`src/rtl/seq_mul_add_pkg.sv`:
```
// ============================================================================
// Module  : seq_mul_add_pkg
// Purpose : Shared constants and FSM state encoding for the sequential
//           multiply-accumulate block (product = M*Q + C).
// Contents: WIDTH, ITERS, CNT_W, ADD_OP, state_e
// Revision: 1.0  initial release
// ============================================================================
`default_nettype none

package seq_mul_add_pkg;

  localparam int WIDTH = 8;               // operand width, product is 2*WIDTH
  localparam int ITERS = 8;               // one shift-add iteration per multiplier bit
  localparam int CNT_W = 3;               // iteration counter width
  localparam logic ADD_OP = 1'b1;         // adder opcode selecting addition

  typedef enum logic [2:0] {
    S_IDLE   = 3'd0,
    S_MUL    = 3'd1,
    S_ADD_LO = 3'd2,
    S_ADD_HI = 3'd3,
    S_DONE   = 3'd4
  } state_e;

endpackage

`default_nettype wire

```
`src/rtl/seq_mul_add_if.sv`:
```
// ============================================================================
// Module  : seq_mul_add_if
// Purpose : Operand/result handshake bundle for seq_mul_add.
// Ports   : master drives operands and out_ready;
//           slave (the block) drives in_ready, out_valid and product.
// Revision: 1.0  initial release
// ============================================================================
`default_nettype none

interface seq_mul_add_if;
  import seq_mul_add_pkg::*;

  logic                 in_valid;
  logic                 in_ready;
  logic [WIDTH-1:0]     multiplicand;
  logic [WIDTH-1:0]     multiplier;
  logic [WIDTH-1:0]     addend;
  logic                 out_valid;
  logic                 out_ready;
  logic [2*WIDTH-1:0]   product;

  modport master (
    output in_valid, multiplicand, multiplier, addend, out_ready,
    input  in_ready, out_valid, product
  );

  modport slave (
    input  in_valid, multiplicand, multiplier, addend, out_ready,
    output in_ready, out_valid, product
  );

endinterface

`default_nettype wire

```
`src/rtl/seq_mul_add_addsub.sv`:
```
// ============================================================================
// Module  : parallel_adder_subtractor
// Purpose : 8-bit ripple-style adder/subtractor.
//           op_i=1 : {sign_out_o, result_o} = x_i + y_i + sign_in_i
//           op_i=0 : {sign_out_o, result_o} = x_i + ~y_i + 1 (x - y, carry = no borrow)
// Ports   : x_i, y_i (8) operands; op_i opcode; sign_in_i carry in on add;
//           result_o (8) sum; sign_out_o carry out
// Revision: 1.0  initial release
// ============================================================================
`default_nettype none

module parallel_adder_subtractor (
  input  logic [7:0] x_i,
  input  logic [7:0] y_i,
  input  logic       op_i,
  input  logic       sign_in_i,
  output logic [7:0] result_o,
  output logic       sign_out_o
);

  logic [7:0] y_eff;
  logic       cin;

  assign y_eff = op_i ? y_i : ~y_i;
  assign cin   = op_i ? sign_in_i : 1'b1;
  assign {sign_out_o, result_o} = {1'b0, x_i} + {1'b0, y_eff} + {8'b0, cin};

endmodule

`default_nettype wire

```
`src/rtl/seq_mul_add.sv`:
```
// ============================================================================
// Module  : seq_mul_add
// Purpose : Sequential unsigned multiply-accumulate, product = M*Q + C.
//           Eight shift-add iterations, then the addend is folded into the
//           low and high product bytes, all through one shared adder.
// Ports   : clk, rst (sync, active-high)
//           bus (slave): in_valid/in_ready + multiplicand/multiplier/addend,
//                        out_valid/out_ready + product[15:0]
// Revision: 1.0  initial release
// ============================================================================
`default_nettype none

module seq_mul_add
  import seq_mul_add_pkg::*;
(
  input  logic          clk,
  input  logic          rst,
  seq_mul_add_if.slave  bus
);

  state_e               state_q, state_d;
  logic [WIDTH-1:0]     a_q, a_d;
  logic [WIDTH-1:0]     q_q, q_d;
  logic [WIDTH-1:0]     m_q, m_d;
  logic [WIDTH-1:0]     c_q, c_d;
  logic                 carry_q, carry_d;
  logic [CNT_W-1:0]     count_q, count_d;
  logic [2*WIDTH-1:0]   product_q, product_d;
  logic                 out_valid_q, out_valid_d;

  logic [WIDTH-1:0]     add_x, add_y, add_res;
  logic                 add_co;
  logic [WIDTH:0]       sum;

  parallel_adder_subtractor u_addsub (
    .x_i        (add_x),
    .y_i        (add_y),
    .op_i       (ADD_OP),
    .sign_in_i  (1'b0),
    .result_o   (add_res),
    .sign_out_o (add_co)
  );

  assign sum          = {add_co, add_res};
  assign bus.in_ready = (state_q == S_IDLE) && !rst;
  assign bus.out_valid = out_valid_q;
  assign bus.product   = product_q;

  always_comb begin
    state_d     = state_q;
    a_d         = a_q;
    q_d         = q_q;
    m_d         = m_q;
    c_d         = c_q;
    carry_d     = carry_q;
    count_d     = count_q;
    product_d   = product_q;
    out_valid_d = out_valid_q;
    add_x       = '0;
    add_y       = '0;

    case (state_q)
      S_IDLE: begin
        if (bus.in_valid) begin
          m_d     = bus.multiplicand;
          q_d     = bus.multiplier;
          c_d     = bus.addend;
          a_d     = '0;
          carry_d = 1'b0;
          count_d = '0;
          state_d = S_MUL;
        end
      end

      S_MUL: begin
        // Add M when the current multiplier bit is set, then shift the
        // 17-bit {carry, A, Q} right by one; Q fills with product bits.
        add_x   = a_q;
        add_y   = q_q[0] ? m_q : '0;
        a_d     = sum[WIDTH:1];
        q_d     = {sum[0], q_q[WIDTH-1:1]};
        count_d = count_q + CNT_W'(1);
        if (count_q == CNT_W'(ITERS - 1)) begin
          state_d = S_ADD_LO;
        end
      end

      S_ADD_LO: begin
        add_x   = q_q;
        add_y   = c_q;
        q_d     = add_res;
        carry_d = add_co;
        state_d = S_ADD_HI;
      end

      S_ADD_HI: begin
        // M*Q + C <= 0xFF00, so this carry propagation never overflows.
        add_x       = a_q;
        add_y       = {{(WIDTH-1){1'b0}}, carry_q};
        a_d         = add_res;
        product_d   = {add_res, q_q};
        out_valid_d = 1'b1;
        state_d     = S_DONE;
      end

      S_DONE: begin
        if (bus.out_ready) begin
          out_valid_d = 1'b0;
          state_d     = S_IDLE;
        end
      end

      default: begin
        state_d = S_IDLE;
      end
    endcase
  end

  always_ff @(posedge clk) begin
    if (rst) begin
      state_q     <= S_IDLE;
      a_q         <= '0;
      q_q         <= '0;
      m_q         <= '0;
      c_q         <= '0;
      carry_q     <= 1'b0;
      count_q     <= '0;
      product_q   <= '0;
      out_valid_q <= 1'b0;
    end else begin
      state_q     <= state_d;
      a_q         <= a_d;
      q_q         <= q_d;
      m_q         <= m_d;
      c_q         <= c_d;
      carry_q     <= carry_d;
      count_q     <= count_d;
      product_q   <= product_d;
      out_valid_q <= out_valid_d;
    end
  end

endmodule

`default_nettype wire

```
`src/flat_wrapper.sv`:
```
// flat-port wrapper written by rule: the top's interface ports become plain ports
module seq_mul_add_flat import seq_mul_add_pkg::*;
  (clk, rst, bus_in_valid, bus_multiplicand, bus_multiplier, bus_addend, bus_out_ready, bus_in_ready, bus_out_valid, bus_product);
  seq_mul_add_if bus_i ();
  input  logic clk;
  input  logic rst;
  input wire logic [$bits(bus_i.in_valid)-1:0] bus_in_valid;
  input wire logic [$bits(bus_i.multiplicand)-1:0] bus_multiplicand;
  input wire logic [$bits(bus_i.multiplier)-1:0] bus_multiplier;
  input wire logic [$bits(bus_i.addend)-1:0] bus_addend;
  input wire logic [$bits(bus_i.out_ready)-1:0] bus_out_ready;
  output wire logic [$bits(bus_i.in_ready)-1:0] bus_in_ready;
  output wire logic [$bits(bus_i.out_valid)-1:0] bus_out_valid;
  output wire logic [$bits(bus_i.product)-1:0] bus_product;
  assign bus_i.in_valid = bus_in_valid;
  assign bus_i.multiplicand = bus_multiplicand;
  assign bus_i.multiplier = bus_multiplier;
  assign bus_i.addend = bus_addend;
  assign bus_i.out_ready = bus_out_ready;
  assign bus_in_ready = bus_i.in_ready;
  assign bus_out_valid = bus_i.out_valid;
  assign bus_product = bus_i.product;
  seq_mul_add u_core (.clk(clk), .rst(rst), .bus(bus_i));
endmodule
```
`config.mk`:
```
export PLATFORM = sky130hd
export DESIGN_NAME = seq_mul_add_flat
export DESIGN_NICKNAME = d
export VERILOG_FILES = /design/src/rtl/seq_mul_add_pkg.sv /design/src/rtl/seq_mul_add_if.sv /design/src/rtl/seq_mul_add_addsub.sv /design/src/rtl/seq_mul_add.sv /design/src/flat_wrapper.sv
export SDC_FILE = /design/constraint.sdc
export NUM_CORES = 1
export LEC_CHECK = 0
export ABC_CLOCK_PERIOD_IN_PS = 5800
export CORE_MARGIN = 2
export CORE_UTILIZATION = 29
export DETAILED_ROUTE_END_ITERATION = 7
export GPL_ROUTABILITY_DRIVEN = 0
export PLACE_DENSITY_LB_ADDON = 0.12
export REMOVE_ABC_BUFFERS = 1
export SLEW_MARGIN = 20
export SYNTH_ARGS = -nofsm -noshare
export SYNTH_HDL_FRONTEND = slang
export SYNTH_SLANG_ARGS = --single-unit
```
`constraint.sdc`:
```
create_clock -name clk -period 5.8 [get_ports clk]
set_input_delay 1.16 -clock clk [delete_from_list [all_inputs] [get_ports clk]]
set_output_delay 1.16 -clock clk [all_outputs]
set_load 0.01 [all_outputs]
```
==> Word-level counts from Yosys, hierarchy flattened <==
Cells that the tools add are included.
{ "word_totals": {"out_inout_bits": 18, "inputBits": 28, "register_bits": 56, "wordCells": 52} }
{ "classes": {"n_reduce_logical": 16, "add_sub_neg": 2, "eq_ne": 8, "n_mux": 17} }
{ "ops": {"columns": ["op", "count"], "rows": [
  ["8-bit case mux with 3 select lines", 3],
  ["8-bit two-way mux", 3],
  ["8-bit case mux with 2 select lines", 1],
  ["3-bit case mux with 5 select lines", 1],
  ["3-bit two-way mux", 4],
  ["2-bit AND reduction", 6],
  ["8-bit by 8-bit adder with 9-bit output", 1],
  ["3-bit by 2-bit equality test with 1-bit output, second input constant", 2],
  ["3-bit equality test, second input constant", 2],
  ["3-bit case mux with 2 select lines", 1],
  ["2-bit nonzero test", 3],
  ["3-bit nonzero test", 2],
  ["2-bit != test, second input constant", 2],
  ["1-bit case mux with 2 select lines", 2],
  ["3-bit by 1-bit adder with 3-bit output, second input constant", 1],
  ["3-bit by 1-bit equality test with 1-bit output, second input constant", 1],
  ["3-bit zero test", 1],
  ["3-bit AND reduction", 1],
  ["1-bit two-way mux", 2],
  ["2-bit by 1-bit != test with 1-bit output, second input constant", 1],
  ["2-bit OR reduction", 1],
  ["1-bit logical AND", 1],
  ["1-bit zero test", 1]
]} }

==> Longest topological paths before layout <==
Gate-level depths: netlist of run 1.
{ "depth": {"ltp_word": 5, "mapped_depth": 14} }

==> Cells and area by module <==
From an unflattened synthesis of run 1, not the netlist that was laid out.
{ "unflattened": {"cells_unflattened": 397, "area_unflattened_um2": 3040.4} }
{ "by_module_without_submodules": {"columns": ["module", "cells_per_inst", "area_each_um2", "instances"], "rows": [
  ["seq_mul_add", 345, 2641.3, 1],
  ["parallel_adder_subtractor", 52, 399.1, 1]
]} }

==> Worst setup path before layout of run 1 <==
OpenSTA, ideal clock, no wires.
{ "synth_timing": {"path_type": "register to register", "start": "reg u_core.state_q[1]", "end": "reg u_core.a_q[5]", "setup_time_ps": 126, "stages_incl_launch_ff": 14, "synth_period_minus_slack_ps": 2972, "setup_slack_ps": 2828, "arrival_ps": 2846, "cell_sequence": "dfxtp_1 > buf_2 > and3_1 > buf_2 > buf_2 > a22o_1 > ha_1 > inv_1 > fa_1 > nand2b_1 > a211o_1 > a2111oi_0 > a211o_1 > a21oi_1"} }
{ "synth_between": {"elab_chain_cells": 5} }
{ "synth_lines": {"columns": ["element", "line", "source"], "rows": [
  ["start, declared", "seq_mul_add.sv:21", "state_e state_q, state_d;"],
  ["start signal, assigned", "seq_mul_add.sv:131", "state_q <= state_d;"],
  ["3-bit by 2-bit equality test with 1-bit output or 3-bit by 1-bit equality test with 1-bit output (tied branches)", "seq_mul_add.sv:62", "case (state_q)"],
  ["2-bit OR reduction (no line)", null, null],
  ["8-bit case mux with 2 select lines", "seq_mul_add.sv:62", null],
  ["8-bit by 8-bit adder with 9-bit output", "seq_mul_add_addsub.sv:26", "assign {sign_out_o, result_o} = {1'b0, x_i} + {1'b0, y_eff} + {8'b0, cin};"],
  ["8-bit case mux with 3 select lines", "seq_mul_add.sv:62", null],
  ["end signal, assigned", "seq_mul_add.sv:122", "a_q <= '0;"],
  ["end signal, assigned", "seq_mul_add.sv:132", "a_q <= a_d;"],
  ["end, declared", "seq_mul_add.sv:22", "logic [WIDTH-1:0] a_q, a_d;"]
]} }
Parallel ways exist; a longest one is shown, timed or not.
A chain may end at the register's enable or synchronous reset.

==> Worst setup path after layout of run 1 <==
Same ends and word-level chain as after synthesis.

==> summary.md, run 1 <==
| Metric | Value |
|---|---|
| Reg2reg start | u_core.state_q[1] |
| Mapped Area | 2780 um^2 |
| Clock-pin slew on the worst setup and hold paths | approximately 110 ps |
| Ys Warns | 0 |
| Final hold slack | about 460 ps |
| Synth Area in XOR/XNOR | under 10% |
| Total gr overflow | 0 |
| Final HPWL DP | 5.18 mm |
| Max Fanout on Critical Path | 25 |
| Critical path class | reg -> reg |
| Adder-Cell Fraction of Synth Area | 5.22% |
| Worst setup EP type | flip-flop |
| Antenna diode count | 0 |
| 1st-iter DRT viols | 117 |
| # DRC | 0 |
| Final ANT Viol Nets | 0 |
| Post-synthesis mux area share | 0.360% |
| Worst-Skew Late Latency | 320 ps |
| Die area | just over 10,000 um^2 |
| Drt total wl | 7.37 mm |
| Final hold vios | 0 |
| Via density | 4.93 |
| FF-to-FF setup slack | 1860 ps |
| Power Dens Cells | 211 nW/um^2 |
| Post-route setup TNS | 0 ps |
| Hold crit path type | reg -> reg |
| CP peak stage delay | between 800 and 900 ps |
| Worst Setup SP | u_core.state_q[1] |
| Most frequent cells in the layout | 70 x nand2_1, 56 x dfxtp_1, 53 x a21oi_1, 44 x clkdlybuf4s50_1, 24 x nor2_1 |
| Initial antenna violation count | 0 |
| I/O pin count | 46 |
| R2R depth | 11 |
| Area Growth Syn to Fin | 22.8% |
| Reg2Reg Capture Point | u_core.a_q[5] |
| Peak supply drop | 111 uV |
| RSZ-0062 raised after global routing | no |
| Simple logic cell fraction of the synthesized area | 20.4% |
| Core box area | 9280 um^2 |
| Post-CTS Setup Repair Bufs | 0 |
| Gate Count Post-Synth | about 350 |
| Cell Rows | 35 |
| Fin Clk Skew | 14.2 ps |
| Slowest CP cell | dfxtp_1 |
| Vias in the first global route | ~2,400 |
| Placed cells | 501 |
| Crit share post-route | ~70% |
| Post-route insts no fill | 509 |
| Flops & latches, synth | 56 |
| Die X | 102 um |
| Root buffer cell | clkbuf_8 |
| Critical Path RT | 5970 ps |
| Slew Viols, Final | 0 |
| Area contributors post-synth | dfxtp_1 40%, a21oi_1 9.5%, nand2_1 9.5%, ha_1 4.5%, a22o_1 4.1% |
| Main synth FF type | dfxtp_1 |
| Share of cells above drive strength 1 | between 5 and 6% |
| Vias after detailed routing | ~2,500 |
| Min Clock Period, post-route | 3940 ps |
| Crit path arrival time | 4110 ps |
| Hold_buf cts | 0 |
| Critical-path cell list | and3_1, a222oi_1, inv_1, ha_1, inv_1, fa_1, nand2b_1, a211o_1, a2111oi_0, a211o_1, a21oi_1 |
| Number of enable flip-flop cells after synthesis | 0 |
| Slew margin rel. | 44.7% |
| Largest net degree at the start of global routing | 59 |
| DIE HEIGHT | 102 um |
| Synth top area share | 40.3% |
| Layout Nets | 418 |
| Avg Cell Area, Syn | between 8 and 9 um^2 |
| DR WL/cell | 14.5 um |
| H-tree levels | 2 |
| Crit path to | u_core.a_q[5] |
| Fmax | around 250 MHz |
| Post_cts resized | 0 |
| Leak | between 0.001 and 0.0015 uW |
| Leading cell type in the layout, fill and taps excluded | nand2_1 |
| CTS Buffer Depth | 2 |
| Pre-antenna DRT Iters | 4 |
| I/O Buffers | 45 |
| Compound-gate portion of the synthesized area | 26.5% |
| CTS tree | yes |
| Setup Viol. Count Final | 0 |
| Total GRT Usage | 14.8% |
| First-pass GRT wire length | 12.1 mm |
| Post-synthesis sequential area ratio | just over 40% |
| Slew @ Worst Pin | 828 ps |
| Dominant cell type by area after synthesis | dfxtp_1 |
| Critical path startpoint category | flip-flop |
| CTS sink cnt | 56 |
| Cell variety after synth | 44 |
| Max Cap Viol | 0 |
| Cts bufs inserted | 5 |
| Ys async rst share | 0% |
| Initial core utilization | approximately 30% |
| Largest family of logic cells by synthesized area | compound AO/OA/AOI/OAI gates |
| Status | complete, no violations |
| Hold path cells | 2 |
final cells by class:
| class | instances | area (um^2) |
|---|---|---|
| well taps | 129 | 161 |
| fillers | 1022 | 5870 |
| inverters | 9 | 33.8 |
| clock buffers | 5 | 68.8 |
| repair buffers | 50 | 487 |
| multi-input cells | 257 | 1520 |
| flip-flops and latches | 56 | 1120 |
| clock inverters | 3 | 21.3 |
worst max-delay path, delay by kind of cell (launching register included):
kind	cells	cell delay [ps]
simple gates	2	990
flops	1	870
buf+inv	2	150
fa+ha+maj	2	560
compound gates	5	1230
cells in the mapped netlist (5+ instances only):
library cell and number:
nor2_1 24, a22o_1 13, xor2_1 5, a21oi_1 53
o21ai_0 10, a22oi_1 7, clkbuf_1 11, ha_1 10
inv_1 9, nand2_1 70, o22ai_1 5, buf_2 12
dfxtp_1 56
per-stage QoR:
step           setup slack, ps  power (uW)  util, %  instance area, um^2
3_3_place_gp              2010         503     35.7                 3310
6_report                  1860         720     36.8                 3410
4_1_cts                   1820         729     36.8                 3410
3_5_place_dp              1850         505     35.8                 3320
5_1_grt                   1520         750     36.8                 3410
2_1_floorplan             2350         457        -                 2670
kinds of logic after synthesis:
| family | after synthesis |
|---|---|
| compound gates | 114 |
| xor+xnor | 6 |
| fa+ha+maj | 11 |
| buf+inv | 34 |
| flops | 56 |
| mux | 1 |
| simple gates | 125 |
how the worst min path moves through the flow:
stage	start	end	slack, ps
6_report	u_core.bus.product[2]	u_core.bus.product[2]	460
2_1_floorplan	u_core.m_q[0]	u_core.m_q[0]	430
5_1_grt	u_core.m_q[7]	u_core.m_q[7]	480
4_1_cts	u_core.m_q[7]	u_core.m_q[7]	460
3_5_place_dp	u_core.bus.product[2]	u_core.bus.product[2]	450
3_3_place_gp	u_core.bus.product[8]	u_core.bus.product[8]	440
layer usage:
layer  global-route usage (%)  up-vias  share of wire, %
li1                         -     1293                 -
met1                     19.9     1163                48
met2                     24.6       48                46
met3                     3.15        6               4.2
met4                     3.18        0              0.98
met5                        0        -                 0
power by group:
group / switching [uW] / internal, uW
logic: 44.8 / 40.2
clock network: 139 / 86.3
registers: 11.6 / 398
sequential cells by signal, indices dropped and copies added (netlist names):
register / cells
u_core.q_q: 8
u_core.bus.out_valid: 1
u_core.c_q: 8
u_core.count_q: 3
u_core.m_q: 8
u_core.bus.product: 16
u_core.a_q: 8
u_core.carry_q: 1
u_core.state_q: 3
Power figures use the tool's default switching activity.
==> run 2, diff against run 1 <==
- ABC_CLOCK_PERIOD_IN_PS: 5800 -> 4050
- clock period: 5.8 -> 4.05 ns (I/O delays scaled with it)
==> run 2 against run 1 <==
Effect of this change:
- final cell count rose by 0.59%
- highest routed layer unchanged
- count of clock-buffer cells in the layout up 1
- sequential cell count stayed put
- global-route usage up 0.53 points
- largest power group unchanged
- via count up 1.4%
- utilization is 0.27 points higher
- non-clock buffer count up 3
==> summary.md, run 2 (synthesis results as in run 1) <==
| Metric | Value |
|---|---|
| Status | complete, no violations (unchanged) |
| CTS sink cnt | 56 (unchanged) |
| Cell Rows | 35 (unchanged) |
| RSZ-0062 raised after global routing | no (unchanged) |
| DIE HEIGHT | 102 um (unchanged) |
| I/O Buffers | 45 (unchanged) |
| Final HPWL DP | 5.48 mm (was 5.18 mm) |
| CTS Buffer Depth | 2 (unchanged) |
| Top Usage Layer GRT | met2 (unchanged) |
| Most frequent cells in the layout | 70 x nand2_1, 56 x dfxtp_1, 53 x a21oi_1, 44 x clkdlybuf4s50_1, 24 x nor2_1 (unchanged) |
| Final hold slack | 460 ps (about the same) |
| Post_cts resized | 0 (unchanged) |
| Slew margin rel. | 40.3% (was 44.7%) |
| Pre-antenna DRT Iters | 4 (unchanged) |
| Multi-input logic area | 1520 um^2 (unchanged) |
| Vias after detailed routing | 2,544 (was 2,510) |
| Core box area | 9280 um^2 (unchanged) |
| Die area | 10,400 um^2 (unchanged) |
| Final ANT Viol Nets | 0 (unchanged) |
| Post-route setup TNS | 0 ps (unchanged) |
| Leak | 0.00124 uW (was 0.00122 uW) |
| Initial antenna violation count | 0 (unchanged) |
| Total GRT Usage | 15.3% (was 14.8%) |
| Critical path class | reg -> reg (unchanged) |
| Critical-path cell list | nor3b_2, and2_1, a222oi_1, inv_1, ha_1, inv_1, fa_1, nand2b_1, a211o_1, a2111oi_0, a211o_1, a21oi_1 (was and3_1, a222oi_1, inv_1, ha_1, inv_1, fa_1, nand2b_1, a211o_1, a2111oi_0, a211o_1, a21oi_1) |
| Power Dens Cells | 302 nW/um^2 (was 211 nW/um^2) |
| Slew @ Worst Pin | 893 ps (was 828 ps) |
| Min Clock Period, post-route | 3310 ps (was 3940 ps) |
| Grt met2 use | 25.5% (was 24.6%) |
| Crit path arrival time | 3510 ps (was 4110 ps) |
| Die X | 102 um (unchanged) |
| First-pass GRT wire length | 12.5 mm (was 12.1 mm) |
| Largest net degree at the start of global routing | 59 (unchanged) |
| 1st-iter DRT viols | 108 (was 117) |
| Hold crit path type | reg -> reg (unchanged) |
| Layout Nets | 421 (was 418) |
| Via density | 4.97 (was 4.93) |
| Max Cap Viol | 0 (unchanged) |
| Critical Path RT | 4250 ps (was 5970 ps) |
| Area Growth Syn to Fin | 23.7% (was 22.8%) |
| Slowest CP cell | dfxtp_1 (unchanged) |
| Clock-pin slew on the worst setup and hold paths | 110 ps (about the same) |
| Initial core utilization | 29.9% (unchanged) |
| Fillers | 999 (was 1,022) |
| Final hold vios | 0 (unchanged) |
| Leading cell type in the layout, fill and taps excluded | nand2_1 (unchanged) |
| Register area | 1120 um^2 (unchanged) |
| Hold_buf cts | 0 (unchanged) |
| Max reg flops | 16 (unchanged) |
| Cts bufs inserted | 5 (unchanged) |
| Share of cells above drive strength 1 | 6.01% (was 5.26%) |
| CTS tree | yes (unchanged) |
| # DRC | 0 (unchanged) |
| Post-CTS Setup Repair Bufs | 0 (unchanged) |
| Worst setup EP type | flip-flop (unchanged) |
| Worst-Skew Late Latency | 310 ps (was 320 ps) |
| Root buffer cell | clkbuf_8 (unchanged) |
| Peak supply drop | 125 uV (was 111 uV) |
| DR WL/cell | 15.2 um (was 14.5 um) |
| Slew Viols, Final | 0 (unchanged) |
| Antenna diode count | 0 (unchanged) |
| Crit share post-route | 81.9% (was 68.0%) |
| Total gr overflow | 0 (unchanged) |
| Drt total wl | 7.80 mm (was 7.37 mm) |
| Vias in the first global route | 2,477 (was 2,433) |
| Fin Clk Skew | 7.59 ps (was 14.2 ps) |
| Critical path startpoint category | flip-flop (unchanged) |
| Setup Viol. Count Final | 0 (unchanged) |
| I/O pin count | 46 (unchanged) |
| Global routing usage on met1 | 21.1% (was 19.9%) |
| Met3 Usage GRT | 2.60% (was 3.15%) |
| Max Fanout on Critical Path | 14 (was 25) |
| Fmax | 302 MHz (was 254 MHz) |
| H-tree levels | 2 (unchanged) |
| CP peak stage delay | 600 ps (was 870 ps) |
## run 2: cell count changes in the layout (fill, tap and decap cells not counted)
| cell | before | now |
|---|---|---|
| buf_4 | 4 | 8 |
| buf_6 | 1 | 0 |
| clkinvlp_4 | 1 | 0 |
| clkbuf_8 | 5 | 6 |
## run 2: final cells by class
class                   instances  area share [%]
multi-input cells             257            44.2
clock buffers                   6            2.40
well taps                     129            4.69
clock inverters                 2           0.400
inverters                       9           0.983
repair buffers                 53            14.7
flip-flops and latches         56            32.6
## run 2: worst paths after layout
path,startpoint,to,slack (ps),cells after the start
min reg2reg,u_core.bus.product[5],u_core.bus.product[5],460,2
max,u_core.state_q[0],u_core.a_q[5],740,12
max reg2reg,u_core.state_q[0],u_core.a_q[5],740,12
min,u_core.bus.product[5],u_core.bus.product[5],460,2
## run 2: routing by layer
metal | up-vias | wire length (um) | part of all wire, %
met5 | - | 0 | 0
met1 | 1202 | 3760 | 48
met4 | 0 | 48 | 0.62
li1 | 1294 | - | -
met3 | 5 | 350 | 4.5
met2 | 43 | 3630 | 47
## run 2: stage by stage
stage | setup WS [ps] | utilization (%) | area, um^2 | std cells | power, uW
final | 735 | 37.0 | 3440 | 512 | 1040
after global routing | 477 | 37.0 | 3440 | 512 | 1090
after CTS | 738 | 37.0 | 3440 | 512 | 1060
after detailed placement | 776 | 36.0 | 3340 | 504 | 723
after global placement | 886 | 36.0 | 3340 | 504 | 723
after floorplan | 597 | - | 2670 | 322 | 655
## run 2: where the power goes
| group | switching [uW] | internal [uW] | total, uW |
|---|---|---|---|
| sequential | 18.1 | 570 | 589 |
| combinational | 63.1 | 57.1 | 120 |
| clock | 190 | 141 | 330 |
| total | 271 | 768 | 1040 |
## run 2: worst max-delay path: cells and delay by family, from the launching register on
| kind | cells | cell delay [ps] |
|---|---|---|
| adder cells (fa/ha/maj) | 2 | 560 |
| flip-flops | 1 | 600 |
| buffers and inverters | 2 | 140 |
| AO/OA/AOI/OAI | 5 | 1080 |
| AND/OR/NAND/NOR | 3 | 820 |
